### src/rtl/adc_spi_cfg_target.sv
// adc_spi_cfg_target: 3-wire SPI configuration responder with an 8-bit register bank, oversampled in clk.
module adc_spi_cfg_target #(
  parameter int NUM_REGS    = 16,
  parameter int SYNC_STAGES = 2
) (
  input  logic                  clk,
  input  logic                  reset,
  input  logic                  spi_csbn,
  input  logic                  spi_sclk,
  input  logic                  spi_sdio_in,
  output logic                  spi_sdio_out,
  output logic                  spi_sdio_oe,
  output logic [8*NUM_REGS-1:0] reg_flat,
  output logic                  wr_strobe,
  output logic [6:0]            wr_addr,
  output logic                  frame_err
);
  typedef enum logic [2:0] {IDLE, INSTR, WDATA, RDATA, WAIT_CS} state_t;
  state_t                state_q;
  logic [SYNC_STAGES-1:0] cs_q, sclk_q, sdio_q;
  logic                  cs_prev_q, sclk_prev_q;
  logic [3:0]            cnt_q;
  logic [6:0]            sh_q, addr_q;
  logic [7:0]            out_q, sh_d, rd_byte;
  logic [8*NUM_REGS-1:0] reg_q;
  logic                  oe_q, sdo_q, wr_strobe_q, err_q, extra_q;
  logic [6:0]            wr_addr_q;
  logic                  cs, sclk, cs_fall, cs_rise, sc_rise, sc_fall, rd_ok, wr_ok;
  // The synchronizers are deliberately left out of reset so a reset mid-frame does not fake a csbn edge.
  always_ff @(posedge clk) begin
    cs_q        <= {cs_q[SYNC_STAGES-2:0], spi_csbn};
    sclk_q      <= {sclk_q[SYNC_STAGES-2:0], spi_sclk};
    sdio_q      <= {sdio_q[SYNC_STAGES-2:0], spi_sdio_in};
    cs_prev_q   <= cs;
    sclk_prev_q <= sclk;
  end
  assign cs      = cs_q[SYNC_STAGES-1];
  assign sclk    = sclk_q[SYNC_STAGES-1];
  assign cs_fall = cs_prev_q & ~cs;
  assign cs_rise = ~cs_prev_q & cs;
  assign sc_rise = ~sclk_prev_q & sclk;
  assign sc_fall = sclk_prev_q & ~sclk;
  assign sh_d    = {sh_q, sdio_q[SYNC_STAGES-1]};
  assign rd_ok   = int'(sh_d[6:0]) < NUM_REGS;
  assign wr_ok   = int'(addr_q) < NUM_REGS;
  assign rd_byte = rd_ok ? reg_q[8*int'(sh_d[6:0]) +: 8] : 8'h00;
  always_ff @(posedge clk) begin
    if (reset) begin
      state_q     <= IDLE;
      cnt_q       <= '0;
      sh_q        <= '0;
      addr_q      <= '0;
      out_q       <= '0;
      reg_q       <= '0;
      oe_q        <= 1'b0;
      sdo_q       <= 1'b0;
      wr_strobe_q <= 1'b0;
      wr_addr_q   <= '0;
      err_q       <= 1'b0;
      extra_q     <= 1'b0;
    end else begin
      wr_strobe_q <= 1'b0;
      err_q       <= 1'b0;
      case (state_q)
        IDLE: if (cs_fall) begin
          state_q <= INSTR;
          cnt_q   <= '0;
        end
        INSTR, WDATA, RDATA: if (cs_rise) begin
          state_q <= IDLE;
          err_q   <= 1'b1;
          oe_q    <= 1'b0;
          sdo_q   <= 1'b0;
        end else begin
          if (sc_rise) begin
            sh_q  <= sh_d[6:0];
            cnt_q <= cnt_q + 4'd1;
          end
          if (sc_rise && state_q == INSTR && cnt_q == 4'd7) begin
            addr_q  <= sh_d[6:0];
            state_q <= sh_q[6] ? RDATA : WDATA;
            if (sh_q[6]) begin
              out_q <= rd_byte;
              oe_q  <= 1'b1;
              sdo_q <= rd_byte[7];
            end
          end
          if (sc_rise && cnt_q == 4'd15) begin
            state_q <= WAIT_CS;
            extra_q <= 1'b0;
            oe_q    <= 1'b0;
            sdo_q   <= 1'b0;
            if (state_q == WDATA && wr_ok) begin
              reg_q[8*int'(addr_q) +: 8] <= sh_d;
              wr_strobe_q                <= 1'b1;
              wr_addr_q                  <= addr_q;
            end
          end
          // The MSB is already on the pad, so the fall before the 9th rise must not shift.
          if (sc_fall && state_q == RDATA && cnt_q >= 4'd9) begin
            out_q <= {out_q[6:0], 1'b0};
            sdo_q <= out_q[6];
          end
        end
        WAIT_CS: if (cs_rise) state_q <= IDLE;
          else if (sc_rise && !extra_q) begin
            err_q   <= 1'b1;
            extra_q <= 1'b1;
          end
        default: state_q <= IDLE;
      endcase
    end
  end
  assign spi_sdio_out = sdo_q;
  assign spi_sdio_oe  = oe_q;
  assign reg_flat     = reg_q;
  assign wr_strobe    = wr_strobe_q;
  assign wr_addr      = wr_addr_q;
  assign frame_err    = err_q;
endmodule

### config.mk
export PLATFORM = sky130hd
export DESIGN_NAME = adc_spi_cfg_target
export DESIGN_NICKNAME = d
export VERILOG_FILES = /design/src/rtl/adc_spi_cfg_target.sv
export SDC_FILE = /design/constraint.sdc
export NUM_CORES = 1
export LEC_CHECK = 0
export BUFFER_PORTS_ARGS = -buffer_cell sky130_fd_sc_hd__buf_4
export CORE_UTILIZATION = 38
export CTS_CLUSTER_DIAMETER = 100
export CTS_CLUSTER_SIZE = 28
export DETAILED_ROUTE_END_ITERATION = 6
export SYNTH_ARGS = -nofsm -noshare
export SYNTH_HDL_FRONTEND = slang
export SYNTH_SLANG_ARGS = --single-unit
### constraint.sdc
create_clock -name clk -period 6 [get_ports clk]
set_input_delay 0.9 -clock clk [delete_from_list [all_inputs] [get_ports clk]]
set_output_delay 0.9 -clock clk [all_outputs]
set_load 0.02 [all_outputs]
==> results by group <==
GRT
  – Grt ovf: 0
  – Vias in the first global route: 6566
  – Initial antenna violation count: 0
  – GR Util All Layers: 0.244
  – Pin count of the biggest net entering global routing: 95
  – First-pass GRT wire length: 40700 um

Floorplanning
  – Core area: 21800 um^2
  – Starting Density: 0.387
  – Vert. Die Dim: 151 um
  – Die width: 151 um
  – Ports: 144
  – Die area: 22800 um^2
  – Rows: 54

Clock network
  – Clk sink count: 176
  – H-tree levels: 4
  – CTS Buf Count: 17
  – Clock buffer depth: 2
  – CTS tree: built
  – Resized Gates After CTS: 0
  – Clock transition at path regs: 0.08 ns
  – Root Buffer: clkbuf_16
  – Clk_lat worst skew: 0.44 ns
  – Setup bufs post-CTS: 0
  – # hold bufs at CTS: 0

Cells and area
  – Synth-to-Final Area Change: 22.5%
  – Multi-input gate area: 4700 um^2
  – Fillcell total: 2070
  – Antenna cells: 0
  – Finished Layout Cells: 1267
  – Final core utilization: 0.474
  – Nets: 984
  – Layout cells sized above 1: 0.245
  – Storage element area: 3520 um^2

Critical path
  – RR Endpoint: reg_flat[21]
  – Startpoint types: flop
  – CP Capture Type: flop
  – Worst R2R Start: addr_q[0]
  – Critical Path Max Stage Delay: 0.92 ns
  – Worst Setup Path Type: flop to flop
  – CP startpoint: addr_q[0]
  – Slowest CP cell: nor4b_1
  – Worst Path Max Fanout: 13
  – R2R setup slack: 1.86 ns
  – R2R cell count: 10
  – CP dominant cell by count: ha_1
  – CP endpoint: reg_flat[21]
  – Critical Path, Cell by Cell: inv_1 -> ha_1 -> or3b_2 -> nor3_1 -> ha_1 -> nand2b_1 -> nand3b_1 -> nor4b_1 -> nor3b_2 -> mux2i_1
  – CP Buf/Inv Count: 1
  – CP arrival: 4.50 ns
  – Critical path depth: 10
  – CP top delay family: simple AND/OR/NAND/NOR gates
  – Worst EP required: 6.36 ns

Synth
  – Post-synth top area share: 0.417
  – Main combinational cell family by area after synthesis: multiplexers
  – Unique cell type count in the Yosys netlist: 55
  – Seq/Total Area, Yosys: 0.417
  – Post-synthesis area per instance: 9.88 um^2
  – Post-synthesis compound-gate area fraction: 0.0669
  – Adder and majority cell fraction of the synthesized area: 0.00740
  – Synth Flop Type: dfxtp_1
  – Area leader, netlist: dfxtp_1
  – Seq cells post-synth: 176
  – Syn nets: 865
  – Top area cells in the synthesized netlist: dfxtp_1 (42%), mux2i_1 (16%), nand2b_1 (9.4%)
  – Ys async rst share: 0
  – Syn Std Cell Area: 8450 um^2
  – Synth warn: 0
  – Mux contribution to synthesized area: 0.240
  – Number of synthesized flops with an enable pin: 0
  – Post-Syn Instances: 855
  – Post-Synth XOR/XNOR Area: 0.00415
  – Simple-gate share of the synthesized area: 0.232

Pwr
  – Max VDD drop: 195 uV
  – Leakage: 0.00404 uW
  – Total power: 2380 uW
  – P per Cell Area: 230 nW/um^2

Worst hold path
  – Worst hold path cell count: 0
  – Worst hold path class: flop to flop

Route
  – Routed via count: 7042
  – First-pass detailed-route iteration total: 7
  – Iteration-0 DRC Markers: 562
  – DRC Markers: 0
  – Vias/cell: 5.56
  – Wirelength per Cell: 21.6 um
  – ANT nets after route: 0
  – Final wirelength: 27300 um

STA
  – Achievable frequency: 242 MHz
  – Final setup TNS: 0 ns
  – Final setup fails: 0
  – Tcrit/Tclk final: 0.689
  – Slew @ Worst Pin: 1.16 ns
  – Final hold vios: 0
  – Slew Viols, Final: 0
  – Worst hold margin: 0.328 ns
  – Fin crit period: 4.14 ns
  – Worst Skew: 0.0144 ns
  – Normalized max-slew margin: 0.224
  – RSZ-0062 raised after global routing: false

Placement
  – Post-Place Cells: 1235
  – GP Congestion: 0.894
  – PortBufs: 143
  – Dpl hpwl: 19500 um

Status
  – Status: complete, no violations

Flow run
  – Number of max-cap violations: 0
==> worst min-delay path by stage <==
stage               from         to
2_1_floorplan    cs_q[0]    cs_q[1]
3_3_place_gp   sdio_q[0]  sdio_q[1]
3_5_place_dp   sdio_q[0]  sdio_q[1]
4_1_cts        sdio_q[0]  sdio_q[1]
5_1_grt          cs_q[0]    cs_q[1]
6_report       sdio_q[0]  sdio_q[1]
==> stage by stage <==
stage | worst slack, ns | area (um^2)
3_3_place_gp | 2.02 | 9770
5_1_grt | 1.65 | 10300
2_1_floorplan | 2.76 | 8450
3_5_place_dp | 1.95 | 9770
6_report | 1.86 | 10300
4_1_cts | 1.92 | 10300
==> cells in the mapped netlist, drive strengths merged, types with 2 or more instances <==
master   number
clkbuf       39
a2111oi       3
nand4         4
mux2i       137
mux4         29
nand4b       10
xnor2         3
or3b          2
nor3b        12
or4           2
nor4          5
dfxtp       176
o31ai         6
o21a          2
o211ai        2
o32ai         5
nor2b         6
ha            5
or2           5
nor4b         2
a2bb2oi       7
and4          2
o21ba         2
nor2         42
buf          13
a21oi        16
and2          4
o21ai        17
nand3        19
o22ai        14
inv          15
nand2b      127
nand3b        3
nand2        82
nor3         22
a211oi        2
==> worst reg2reg max path: cells and delay by family, from the launching register on <==
family	cells	cell delay, ns
simple gates	6	2.77
mux	1	0.27
flops	1	0.42
buf+inv	1	0.17
fa+ha+maj	2	0.42
==> cell families (layout without fill, tap and decap cells) <==
family | count (synthesis) | after routing
buf+inv | 67 | 199
xor+xnor | 4 | 4
flops | 176 | 176
simple gates | 354 | 354
compound gates | 83 | 83
mux | 166 | 166
fa+ha+maj | 5 | 5
==> metal layers <==
metal,up-vias,GRT usage,routed length (um),share of wire
met4,0,0.112,1050,0.039
met2,279,0.377,12500,0.46
met1,3437,0.331,12200,0.45
met5,-,0,0,0
li1,3275,-,-,-
met3,51,0.0449,1560,0.057
==> flip-flops by register name, summed over array words and instances (netlist names), 3 cells and up <==
register and cells:
cnt_q 4, state_q 3, sh_q 7, reg_flat 128, out_q 7, wr_addr 7, addr_q 7
==> cell usage in the layout (no fill, tap or decap), drive strengths merged, types with 4 or more instances in the layout <==
cell     instances
dfxtp          176
buf            152
mux2i          137
nand2b         127
nand2           82
nor2            42
mux4            29
nor3            22
inv             22
nand3           19
clkbuf          18
o21ai           17
a21oi           16
o22ai           14
nor3b           12
nand4b          10
a2bb2oi          7
o31ai            6
nor2b            6
or2              5
o32ai            5
ha               5
nor4             5
and2             4
nand4            4
clkinv           4
==> power breakdown <==
part	internal, uW	switching [uW]
Combinational	36.3	54.7
Clock	563	539
Sequential	1170	10.4
==> area by class of cell <==
class,instances,area share
Timing Repair Buffer,152,0.110
Inverter,15,0.00544
Clock inverter,14,0.0135
Sequential cell,176,0.341
Tap cell,280,0.0339
Multi-Input combinational cell,612,0.454
Clock buffer,18,0.0424
No activity file was read; power rests on OpenSTA's default activity.
